$ cat config.mk
export PLATFORM = sky130hd
export DESIGN_NAME = hsv_seq_ctrl
export DESIGN_NICKNAME = d
export VERILOG_FILES = /design/src/rtl/hsv_ctrl_pkg.sv /design/src/rtl/hsv_pix_counter.sv /design/src/rtl/hsv_seq_ctrl.sv
export SDC_FILE = /design/constraint.sdc
export NUM_CORES = 1
export LEC_CHECK = 0
export BUFFER_PORTS_ARGS = -buffer_cell sky130_fd_sc_hd__buf_2
export CAP_MARGIN = 0
export CORE_ASPECT_RATIO = 0.7
export CORE_MARGIN = 2
export CORE_UTILIZATION = 55
export CTS_CLUSTER_SIZE = 14
export DETAILED_ROUTE_END_ITERATION = 16
export MAX_ROUTING_LAYER = met4
export PLACE_DENSITY = 0.82
export SETUP_SLACK_MARGIN = 0.2
export SLEW_MARGIN = 20
export SYNTH_ARGS = -nofsm -noshare
export SYNTH_HDL_FRONTEND = slang
export SYNTH_SLANG_ARGS = --single-unit
$ cat constraint.sdc
create_clock -name clk -period 3.3 [get_ports clk]
set_input_delay 0.495 -clock clk [delete_from_list [all_inputs] [get_ports clk]]
set_output_delay 0.495 -clock clk [all_outputs]
set_load 0.02 [all_outputs]
$ cat src/rtl/hsv_ctrl_pkg.sv
// rtl/hsv_ctrl_pkg.sv - shared state encoding and constants for the RGB->HSV sequencer
package hsv_ctrl_pkg;

  typedef enum logic [2:0] {
    IDLE,
    SEL,
    CMP,
    DLT,
    TRI,
    DONE
  } hsv_state_e;

  localparam logic [2:0] TRI_ALL  = 3'b111;
  localparam int         PIPE_LAT = 5;

endpackage

$ cat src/rtl/hsv_pix_counter.sv
// rtl/hsv_pix_counter.sv - wrapping pixel-in-frame counter with last-pixel flag
module hsv_pix_counter #(
  parameter int FRAME_PIXELS = 307200,
  parameter int CNT_W        = 19
) (
  input  logic             clk,
  input  logic             rst_n,
  input  logic             inc,
  input  logic             clr,
  output logic [CNT_W-1:0] pix_cnt,
  output logic             at_last
);

  localparam logic [CNT_W-1:0] LAST_IDX = CNT_W'(FRAME_PIXELS - 1);

  logic [CNT_W-1:0] cnt_q, cnt_d;

  always_comb begin
    cnt_d = cnt_q;
    if (clr) begin
      cnt_d = '0;
    end else if (inc) begin
      cnt_d = (cnt_q == LAST_IDX) ? '0 : cnt_q + CNT_W'(1);
    end
  end

  always_ff @(posedge clk or negedge rst_n) begin
    if (!rst_n) begin
      cnt_q <= '0;
    end else begin
      cnt_q <= cnt_d;
    end
  end

  assign pix_cnt = cnt_q;
  assign at_last = (cnt_q == LAST_IDX);

endmodule

$ cat src/rtl/hsv_seq_ctrl.sv
// rtl/hsv_seq_ctrl.sv - handshaked five-step sequencer for the RGB->HSV datapath
// Optional perf counters under HSV_CTRL_PERF_EN.
module hsv_seq_ctrl
  import hsv_ctrl_pkg::*;
#(
  parameter int FRAME_PIXELS = 307200,
  parameter int CNT_W        = 19
) (
  input  logic             clk,
  input  logic             rst_n,
  input  logic             clr,
  input  logic             in_valid,
  output logic             in_ready,
  output logic             load_En,
  output logic             S0,
  output logic             Cmax_En,
  output logic             Cmin_En,
  output logic             delta_En,
  output logic [2:0]       tri_En,
  output logic             out_valid,
  input  logic             out_ready,
  output logic             out_last,
  output logic [CNT_W-1:0] pix_cnt
`ifdef HSV_CTRL_PERF_EN
  ,
  output logic [31:0]      perf_busy,
  output logic [31:0]      perf_stall
`endif
);

  hsv_state_e state_q, state_d;
  logic       pix_inc;
  logic       at_last;

  always_comb begin
    state_d   = state_q;
    in_ready  = 1'b0;
    load_En   = 1'b0;
    S0        = 1'b0;
    Cmax_En   = 1'b0;
    Cmin_En   = 1'b0;
    delta_En  = 1'b0;
    tri_En    = '0;
    out_valid = 1'b0;
    case (state_q)
      IDLE: begin
        in_ready = !clr;
        if (in_valid && !clr) begin
          load_En = 1'b1;
          state_d = SEL;
        end
      end
      SEL: begin
        S0      = 1'b1;
        state_d = CMP;
      end
      CMP: begin
        Cmax_En = 1'b1;
        Cmin_En = 1'b1;
        state_d = DLT;
      end
      DLT: begin
        delta_En = 1'b1;
        state_d  = TRI;
      end
      TRI: begin
        tri_En  = TRI_ALL;
        state_d = DONE;
      end
      DONE: begin
        out_valid = 1'b1;
        in_ready  = out_ready && !clr;
        // Chain straight into the next pixel so back-to-back frames see no bubble.
        if (out_ready) begin
          if (in_valid && !clr) begin
            load_En = 1'b1;
            state_d = SEL;
          end else begin
            state_d = IDLE;
          end
        end
      end
      default: state_d = IDLE;
    endcase
    if (clr) begin
      state_d = IDLE;
    end
  end

  always_ff @(posedge clk or negedge rst_n) begin
    if (!rst_n) begin
      state_q <= IDLE;
    end else begin
      state_q <= state_d;
    end
  end

  assign pix_inc  = out_valid && out_ready && !clr;
  assign out_last = out_valid && at_last;

  hsv_pix_counter #(
    .FRAME_PIXELS (FRAME_PIXELS),
    .CNT_W        (CNT_W)
  ) u_pix_counter (
    .clk     (clk),
    .rst_n   (rst_n),
    .inc     (pix_inc),
    .clr     (clr),
    .pix_cnt (pix_cnt),
    .at_last (at_last)
  );

`ifdef HSV_CTRL_PERF_EN
  logic [31:0] busy_q, busy_d;
  logic [31:0] stall_q, stall_d;

  // Saturating so a long-running frame never wraps back to a small count.
  always_comb begin
    busy_d  = busy_q;
    stall_d = stall_q;
    if (clr) begin
      busy_d  = '0;
      stall_d = '0;
    end else begin
      if ((state_q != IDLE) && (busy_q != '1)) begin
        busy_d = busy_q + 32'd1;
      end
      if ((state_q == DONE) && !out_ready && (stall_q != '1)) begin
        stall_d = stall_q + 32'd1;
      end
    end
  end

  always_ff @(posedge clk or negedge rst_n) begin
    if (!rst_n) begin
      busy_q  <= '0;
      stall_q <= '0;
    end else begin
      busy_q  <= busy_d;
      stall_q <= stall_d;
    end
  end

  assign perf_busy  = busy_q;
  assign perf_stall = stall_q;
`endif

endmodule

Word-level counts from Yosys, hierarchy flattened
Cells that the tools add are included.
- add/sub/neg operators: 1
- equality and inequality tests: 8
- multiplexer cells: 17
- reductions and logical operators: 9
- operator list (kind ; number):
    19-bit two-way mux ; 3
    19-bit by 1-bit adder with 19-bit output, second input constant ; 1
    19-bit equality test, second input constant ; 1
    3-bit one-hot mux with 6 select lines ; 1
    3-bit two-way mux ; 4
    1-bit two-way mux ; 7
    3-bit by 2-bit equality test with 1-bit output, second input constant ; 2
    3-bit equality test, second input constant ; 2
    3-bit inequality test, second input constant ; 2
    1-bit logical AND ; 5
    1-bit one-hot mux with 2 select lines ; 2
    3-bit by 1-bit equality test with 1-bit output, second input constant ; 1
    3-bit logical NOT ; 1
    2-bit AND reduction ; 1
    2-bit nonzero test ; 1
    1-bit logical NOT ; 1
- register bits after elaboration: 22
- output and inout bits: 30
- logic and storage cells: 37

Logic depth before layout (Yosys ltp)
Gate-level depths: netlist (run 1).
- word-level depth: 6
- mapped depth: 6
- mapped depth without buffers: 5

Modules after synthesis
A second synthesis (run 1) with hierarchy kept.
- cells, all modules: 163
- area, all modules: 1497.7 um^2
- modules (own cells, without submodules) (module ; instances ; cells each ; area each (um^2)):
    hsv_pix_counter ; 1 ; 131 ; 1193.6
    hsv_seq_ctrl ; 1 ; 32 ; 304.0

Worst setup path after synthesis (run 1)
OpenSTA, ideal clock, no wires.
- path kind: register -> output
- start: register state_q[0]
- end: output load_En
- data arrival time: 2.196 ns
- data required time: 2.805 ns
- setup slack: 0.609 ns
- stages on the path, launching flop included: 5
- cell sequence: dfrtp_1 > buf_2 > nor2b_1 > a2111oi_0 > and2_1
- word-level cells in the longest chain between the ends: 2
- elaborated cells between the ends (all ways): 3
- classes of those cells: eq/ne: 1; mux: 1; reduce/logical: 1
- RTL lines (what ; RTL line ; RTL):
    start, declared ; hsv_seq_ctrl.sv:31 ; hsv_state_e state_q, state_d;
    start signal, assigned ; hsv_seq_ctrl.sv:94 ; state_q <= state_d;
    3-bit equality test / 3-bit logical NOT (equally long branches) ; hsv_seq_ctrl.sv:45 ; case (state_q)
    1-bit one-hot mux with 2 select lines * ; hsv_seq_ctrl.sv:45 ;
    end, declared ; hsv_seq_ctrl.sv:14 ; output logic load_En,
Every way passes the cells marked *; elsewhere a longest branch is shown, timed or not.

Worst setup path after layout (run 1)
- start: register u_pix_counter.cnt_q[12], in the netlist u_pix_counter.pix_cnt[12]
- end: output out_last
- word-level cells in the longest chain between the ends: 2
- RTL lines (what ; RTL line ; RTL):
    start, declared ; hsv_pix_counter.sv:16 ; logic [CNT_W-1:0] cnt_q, cnt_d;
    start signal, assigned ; hsv_pix_counter.sv:31 ; cnt_q <= cnt_d;
    19-bit equality test ; hsv_pix_counter.sv:36 ; assign at_last = (cnt_q == LAST_IDX);
    1-bit logical AND ; hsv_seq_ctrl.sv:99 ; assign out_last = out_valid && at_last;
    end, declared ; hsv_seq_ctrl.sv:22 ; output logic out_last,
Every way passes these cells.

==> impl_metrics.py, run 1 <==
metrics = {
    "detailed_routing": {
        "drc": 0,
        "avgRoutedWirePerCell_um": 16.7,
        "drt_wl_total_um": 3760,
        "firstDrtPassIters": 5,
        "vias_per_cell": 6.52,
        "ant_nets": 0,
        "drtIter0Drc": 196,
        "vias": 1466,
    },
    "pwr": {
        "p_per_area_nw_per_um2": 307,
        "ir_drop_mv": 0.266,
        "seqPwrFrac": 0.561,
        "combPwrFrac": 0.120,
        "switching_share": 0.260,
        "p_int_mw": 0.377,
        "clkPwrFrac": 0.319,
        "leakagePower_nw": 0.743,
        "netSwitchingPower_mw": 0.133,
    },
    "outcome": {
        "status": "complete, no violations",
    },
    "clock_network": {
        "cts.clk_slew.worst_paths_ns": 0.07,
        "cts_buffers": 3,
        "clockBufferDepth": 2,
        "cts_hold_buffers": 0,
        "ctsResizeCount": 0,
        "cts_tree": "built",
        "root_buffer": "clkbuf_8",
        "cts_sinks": 22,
        "clock_latency_ns": 0.26,
        "cts_setup_buffers": 0,
        "ctsHtreeMaxLevel": 1,
    },
    "placed_design": {
        "hpwl_um": 2660,
        "place.gp.congestion": 0.905,
        "dp_slack_ns": 0.922,
        "io_buffers": 34,
    },
    "sta": {
        "rsz0062_at_grt": "no",
        "setup_tns_ns": 0,
        "fin_skew_ns": 0.00241,
        "hold_violations": 0,
        "hold_slack_ns": 0.188,
        "period_needed_ns": 2.69,
        "setup_slack_ns": 0.612,
        "max_freq_mhz": 372,
        "slew_headroom": 0.539,
        "setup_violations": 0,
        "tightest_slew_ns": 0.689,
        "maxSlewViolCount": 0,
        "fin_crit_sh": 0.815,
    },
    "grt": {
        "grt.total_usage": 0.278,
        "grt_max_degree": 27,
        "grt_pass1_wl_um": 6250,
        "grt_pass1_vias": 1288,
        "antenna_found_initial": 0,
        "grt_overflow": 0,
    },
    "synthesis": {
        "ys_types": 51,
        "synthCells": 167,
        "yosysSeqAreaShare": 0.375,
        "synth-seq-cells": 22,
        "synth_nets": 173,
        "synthesis.area_um2": 1470,
        "yosysWarnings": 0,
        "async_reset_ff_frac": 1.00,
        "synth_edf_count": 0,
        "synthFlopType": "dfrtp_1",
        "avgSynthCellArea_um2": 8.80,
    },
    "setup_path": {
        "worstPathCellList": "nor4b_1 > nand3b_1 > nor4_1 > and2_1 > buf_2",
        "path_buf_inv": 1,
        "slowest_delay_ns": 0.46,
        "arrival_ns": 2.19,
        "crit_fanout": 13,
        "critical_path_required_ns": 2.80,
        "critPathTopFamily": "simple AND/OR/NAND/NOR gates",
        "worstSetupPathType": "reg2out",
        "cp-end-kind": "primary output",
        "startpoint_type": "flip-flop",
        "crit_slowest_cell": "dfrtp_1",
    },
    "job": {
        "max_cap_viol_count": 0,
    },
    "final_layout": {
        "nets": 199,
        "n_antenna_cell": 0,
        "drive_gt1_frac": 0.230,
        "mostFrequentLayoutCells": "34 x buf_2, 22 x dfrtp_1, 15 x nand2_1",
        "fin_util": 0.665,
        "final_common_cell": "buf_2",
        "syn_to_final_growth_pct": 12.9,
    },
    "die": {
        "ioPinCount": 35,
        "initial_utilization": 0.588,
        "die_y_um": 47.2,
        "die_x_um": 65.8,
        "core_area_um2": 2500,
        "design.die.area_um2": 3110,
        "rows": 15,
    },
    "worst_hold_path": {
        "hp-class": "in2async",
    },
}
## flip-flops by register name, indices dropped and copies added, names as in the netlist
signal,count
u_pix_counter.pix_cnt,19
state_q,3
## kinds of logic (layout without fill, tap and decap cells)
kind of cell	count (synthesis)	after routing	share of synthesized area
AO/OA/AOI/OAI	38	38	0.177
AND/OR/NAND/NOR	83	83	0.348
multiplexers	1	1	0.00767
adder cells (fa/ha/maj)	1	1	0.00852
XOR/XNOR	5	5	0.0298
buffers and inverters	17	41	0.0537
flip-flops	22	22	0.375
## power by group through the flow
| stage | clock network (mW) | registers (mW) | logic (mW) |
|---|---|---|---|
| after CTS | 0.169 | 0.286 | 0.0618 |
| after floorplan | 0 | 0.284 | 0.0488 |
| after global routing | 0.182 | 0.288 | 0.0680 |
| after global placement | 0 | 0.290 | 0.0605 |
| after detailed placement | 0 | 0.291 | 0.0616 |
| final | 0.163 | 0.286 | 0.0611 |
## layer usage
metal	vias to the layer above	global-route usage	wire length, um
li1	678	-	-
met1	720	0.382	1700
met2	64	0.428	1780
met3	4	0.0504	251
met4	0	0.0708	24
met5	-	-	0
## cells in the mapped netlist (2+ instances only)
library cell  count  area [um^2]
a21oi_1           9         45.0
and2_1            3         18.8
and4_1            2         17.5
buf_2             3         15.0
buf_4             3         22.5
clkbuf_1          7         26.3
dfrtp_1          22          551
inv_1             4         15.0
nand2_1          15         56.3
nand2b_1          2         12.5
nand3_1          10         50.1
nand3b_1          2         15.0
nand4_1           7         43.8
nor2_1           11         41.3
nor2b_1           3         18.8
nor3_1            3         15.0
nor3b_1           4         30.0
nor4_1            4         25.0
nor4_2            2         25.0
nor4b_1           2         17.5
o211ai_1          7         52.6
o21ai_0           2         10.0
o21ai_1           6         30.0
o31ai_1           3         22.5
or3_1             2         12.5
xnor2_1           3         26.3
xor2_1            2         17.5
## final timing paths
| kind | startpoint | endpoint | slack [ns] | cells past startpoint |
|---|---|---|---|---|
| max reg2reg | state_q[1] | u_pix_counter.pix_cnt[13] | 1.08 | 4 |
| min reg2reg | u_pix_counter.pix_cnt[18] | u_pix_counter.pix_cnt[18] | 0.62 | 2 |
| max in group asynchronous | rst_n | u_pix_counter.pix_cnt[1] | 2.78 | 1 |
| min in group clk | in_valid | state_q[0] | 0.54 | 3 |
| max | u_pix_counter.pix_cnt[12] | out_last | 0.61 | 5 |
| min | rst_n | u_pix_counter.pix_cnt[16] | 0.19 | 1 |
## final cells by class
type                    instances  area (um^2)
fillers                       226          837
multi-input cells             128          840
repair buffers                 34          170
flip-flops and latches         22          551
well taps                      34         42.5
clock buffers                   3         41.3
inverters                       4         15.0
## through the flow
stage          instance area (um^2)  std cells  total power, mW
3_5_place_dp                   1620        222            0.353
2_1_floorplan                  1470        167            0.333
5_1_grt                        1660        225            0.538
3_3_place_gp                   1620        222            0.351
4_1_cts                        1660        225            0.516
6_report                       1660        225            0.510
No activity file was read; power rests on OpenSTA's default activity.
==> run 2, diff against run 1 <==
--- a/config.mk
+++ b/config.mk
@@ -9,11 +9,11 @@
 export CAP_MARGIN = 0
 export CORE_ASPECT_RATIO = 0.7
 export CORE_MARGIN = 2
-export CORE_UTILIZATION = 55
+export CORE_UTILIZATION = 48
 export CTS_CLUSTER_SIZE = 14
 export DETAILED_ROUTE_END_ITERATION = 16
 export MAX_ROUTING_LAYER = met4
-export PLACE_DENSITY = 0.82
+export PLACE_DENSITY = 0.76
 export SETUP_SLACK_MARGIN = 0.2
 export SLEW_MARGIN = 20
 export SYNTH_ARGS = -nofsm -noshare
==> constraint.sdc (replaced) <==
create_clock -name clk -period 2.2 [get_ports clk]
set_input_delay 0.33 -clock clk [delete_from_list [all_inputs] [get_ports clk]]
set_output_delay 0.33 -clock clk [all_outputs]
set_load 0.02 [all_outputs]
==> impl_metrics.py, run 2 (synthesized netlist as in run 1, its figures left out) <==
metrics = {
    "outcome": {
        "status": "complete, no violations",
    },
    "placed_design": {
        "hpwl_um": 2910,
        "io_buffers": 34,
        "place_inst": 233,
        "place.gp.congestion": 0.990,
    },
    "grt": {
        "antenna_found_initial": 0,
        "grt_pass1_wl_um": 6970,
        "grt.total_usage": 0.260,
        "grt_pass1_vias": 1441,
        "grt_overflow": 0,
        "grt_max_degree": 27,
    },
    "clock_network": {
        "clockBufferDepth": 2,
        "clock_latency_ns": 0.27,
        "cts.clk_slew.worst_paths_ns": 0.08,
        "ctsHtreeMaxLevel": 1,
        "cts_sinks": 22,
        "cts_hold_buffers": 0,
        "root_buffer": "clkbuf_8",
        "cts_tree": "built",
        "cts_buffers": 3,
    },
    "die": {
        "ioPinCount": 35,
        "core_area_um2": 2860,
        "die_y_um": 50.3,
        "initial_utilization": 0.513,
        "design.die.area_um2": 3530,
        "die_x_um": 70.1,
        "rows": 16,
    },
    "sta": {
        "maxSlewViolCount": 0,
        "max_freq_mhz": 517,
        "fin_skew_ns": 0.00339,
        "setup_violations": 0,
        "rsz0062_at_grt": "no",
        "tightest_slew_ns": 0.532,
        "hold_violations": 0,
        "period_needed_ns": 1.93,
        "slew_headroom": 0.645,
        "fin_crit_sh": 0.879,
        "setup_tns_ns": 0,
    },
    "setup_path": {
        "startpoint_type": "flip-flop",
        "critical_path_required_ns": 1.87,
        "crit_fanout": 5,
        "arrival_ns": 1.60,
        "worstSetupPathType": "reg2out",
        "cp-end-kind": "primary output",
    },
    "worst_hold_path": {
        "hp-class": "in2async",
    },
    "final_layout": {
        "regArea_um2": 557,
        "nets": 220,
        "drive_gt1_frac": 0.354,
        "finalNonFillerCells": 248,
        "mostFrequentLayoutCells": "34 x buf_2, 21 x buf_4, 17 x dfrtp_1",
        "n_fill_cell": 238,
        "n_antenna_cell": 0,
        "syn_to_final_growth_pct": 28.0,
        "largest_register_ffs": 19,
        "multi_input_comb_area_um2": 895,
        "final_common_cell": "buf_2",
    },
    "pwr": {
        "p_per_area_nw_per_um2": 428,
        "power_mw": 0.806,
        "leakagePower_nw": 0.860,
        "ir_drop_mv": 0.261,
    },
    "detailed_routing": {
        "drtIter0Drc": 196,
        "avgRoutedWirePerCell_um": 17.7,
        "drc": 0,
        "drt_wl_total_um": 4400,
        "vias": 1581,
        "ant_nets": 0,
        "firstDrtPassIters": 5,
        "vias_per_cell": 6.38,
    },
    "job": {
        "max_cap_viol_count": 0,
    },
}
## run 2: cell count changes in the layout (fill, tap and decap cells not counted)
cell / change
dfrtp_2: +5
nand3_1: -1
nor4_4: +1
buf_4: +21
nor4_1: -1
ha_2: +1
nor4b_2: +1
a2111oi_4: +1
dfrtp_1: -5
ha_1: -1
a2111oi_0: -1
nand3_4: +1
nor4b_1: -1
## run 2: area by class of cell
| type | count | area share |
|---|---|---|
| multi-input combinational | 128 | 0.476 |
| inverter | 4 | 0.00798 |
| timing repair buffer | 55 | 0.174 |
| tap | 36 | 0.0240 |
| sequential | 22 | 0.296 |
| clock buffer | 3 | 0.0220 |
## run 2: final timing paths
check	startpoint	end	slack, ns	cells after the start
max	u_pix_counter.pix_cnt[6]	out_last	0.27	5
min	rst_n	u_pix_counter.pix_cnt[16]	0.02	1
max reg2reg	u_pix_counter.pix_cnt[14]	u_pix_counter.pix_cnt[9]	0.32	5
min reg2reg	state_q[0]	state_q[0]	0.55	1
max in group asynchronous	rst_n	u_pix_counter.pix_cnt[5]	1.79	1
min in group clk	in_valid	state_q[0]	0.35	3
## run 2: per-layer routing
layer	track usage	wire, um	vias up
li1	-	-	720
met1	0.332	1910	760
met4	0.0865	108	0
met3	0.0743	399	18
met2	0.402	1980	83
met5	-	0	-
## run 2: power breakdown
group | total (mW) | internal [mW] | switching, mW
sequential | 0.419 | 0.411 | 0.00739
combinational | 0.129 | 0.0481 | 0.0808
clock | 0.258 | 0.123 | 0.135
## run 2: worst max-delay path, cell delays in order (launching register included)
cell	delay (ns)
dfrtp_2	0.38
and4_4	0.25
nand3_4	0.11
nor4_4	0.29
and2_1	0.15
buf_2	0.15
## run 2: per-stage QoR
stage / util / hold WS [ns] / instance area [um^2] / setup WS (ns)
finish: 0.657 / 0.0214 / 1880 / 0.267
CTS: 0.639 / 0.0403 / 1830 / 0.192
floorplan: - / 0.0344 / 1480 / 0.264
detailed placement: 0.592 / 0.331 / 1690 / 0.266
global route: 0.657 / 0.0671 / 1880 / 0.207
global placement: 0.592 / 0.326 / 1690 / 0.343
## run 2: what timing repair did
item	in CTS	in global routing
setup buffers	9	3
gates resized for setup	9	3
pin swaps	2	2
gates cloned	0	0
setup endpoints to repair	2	2
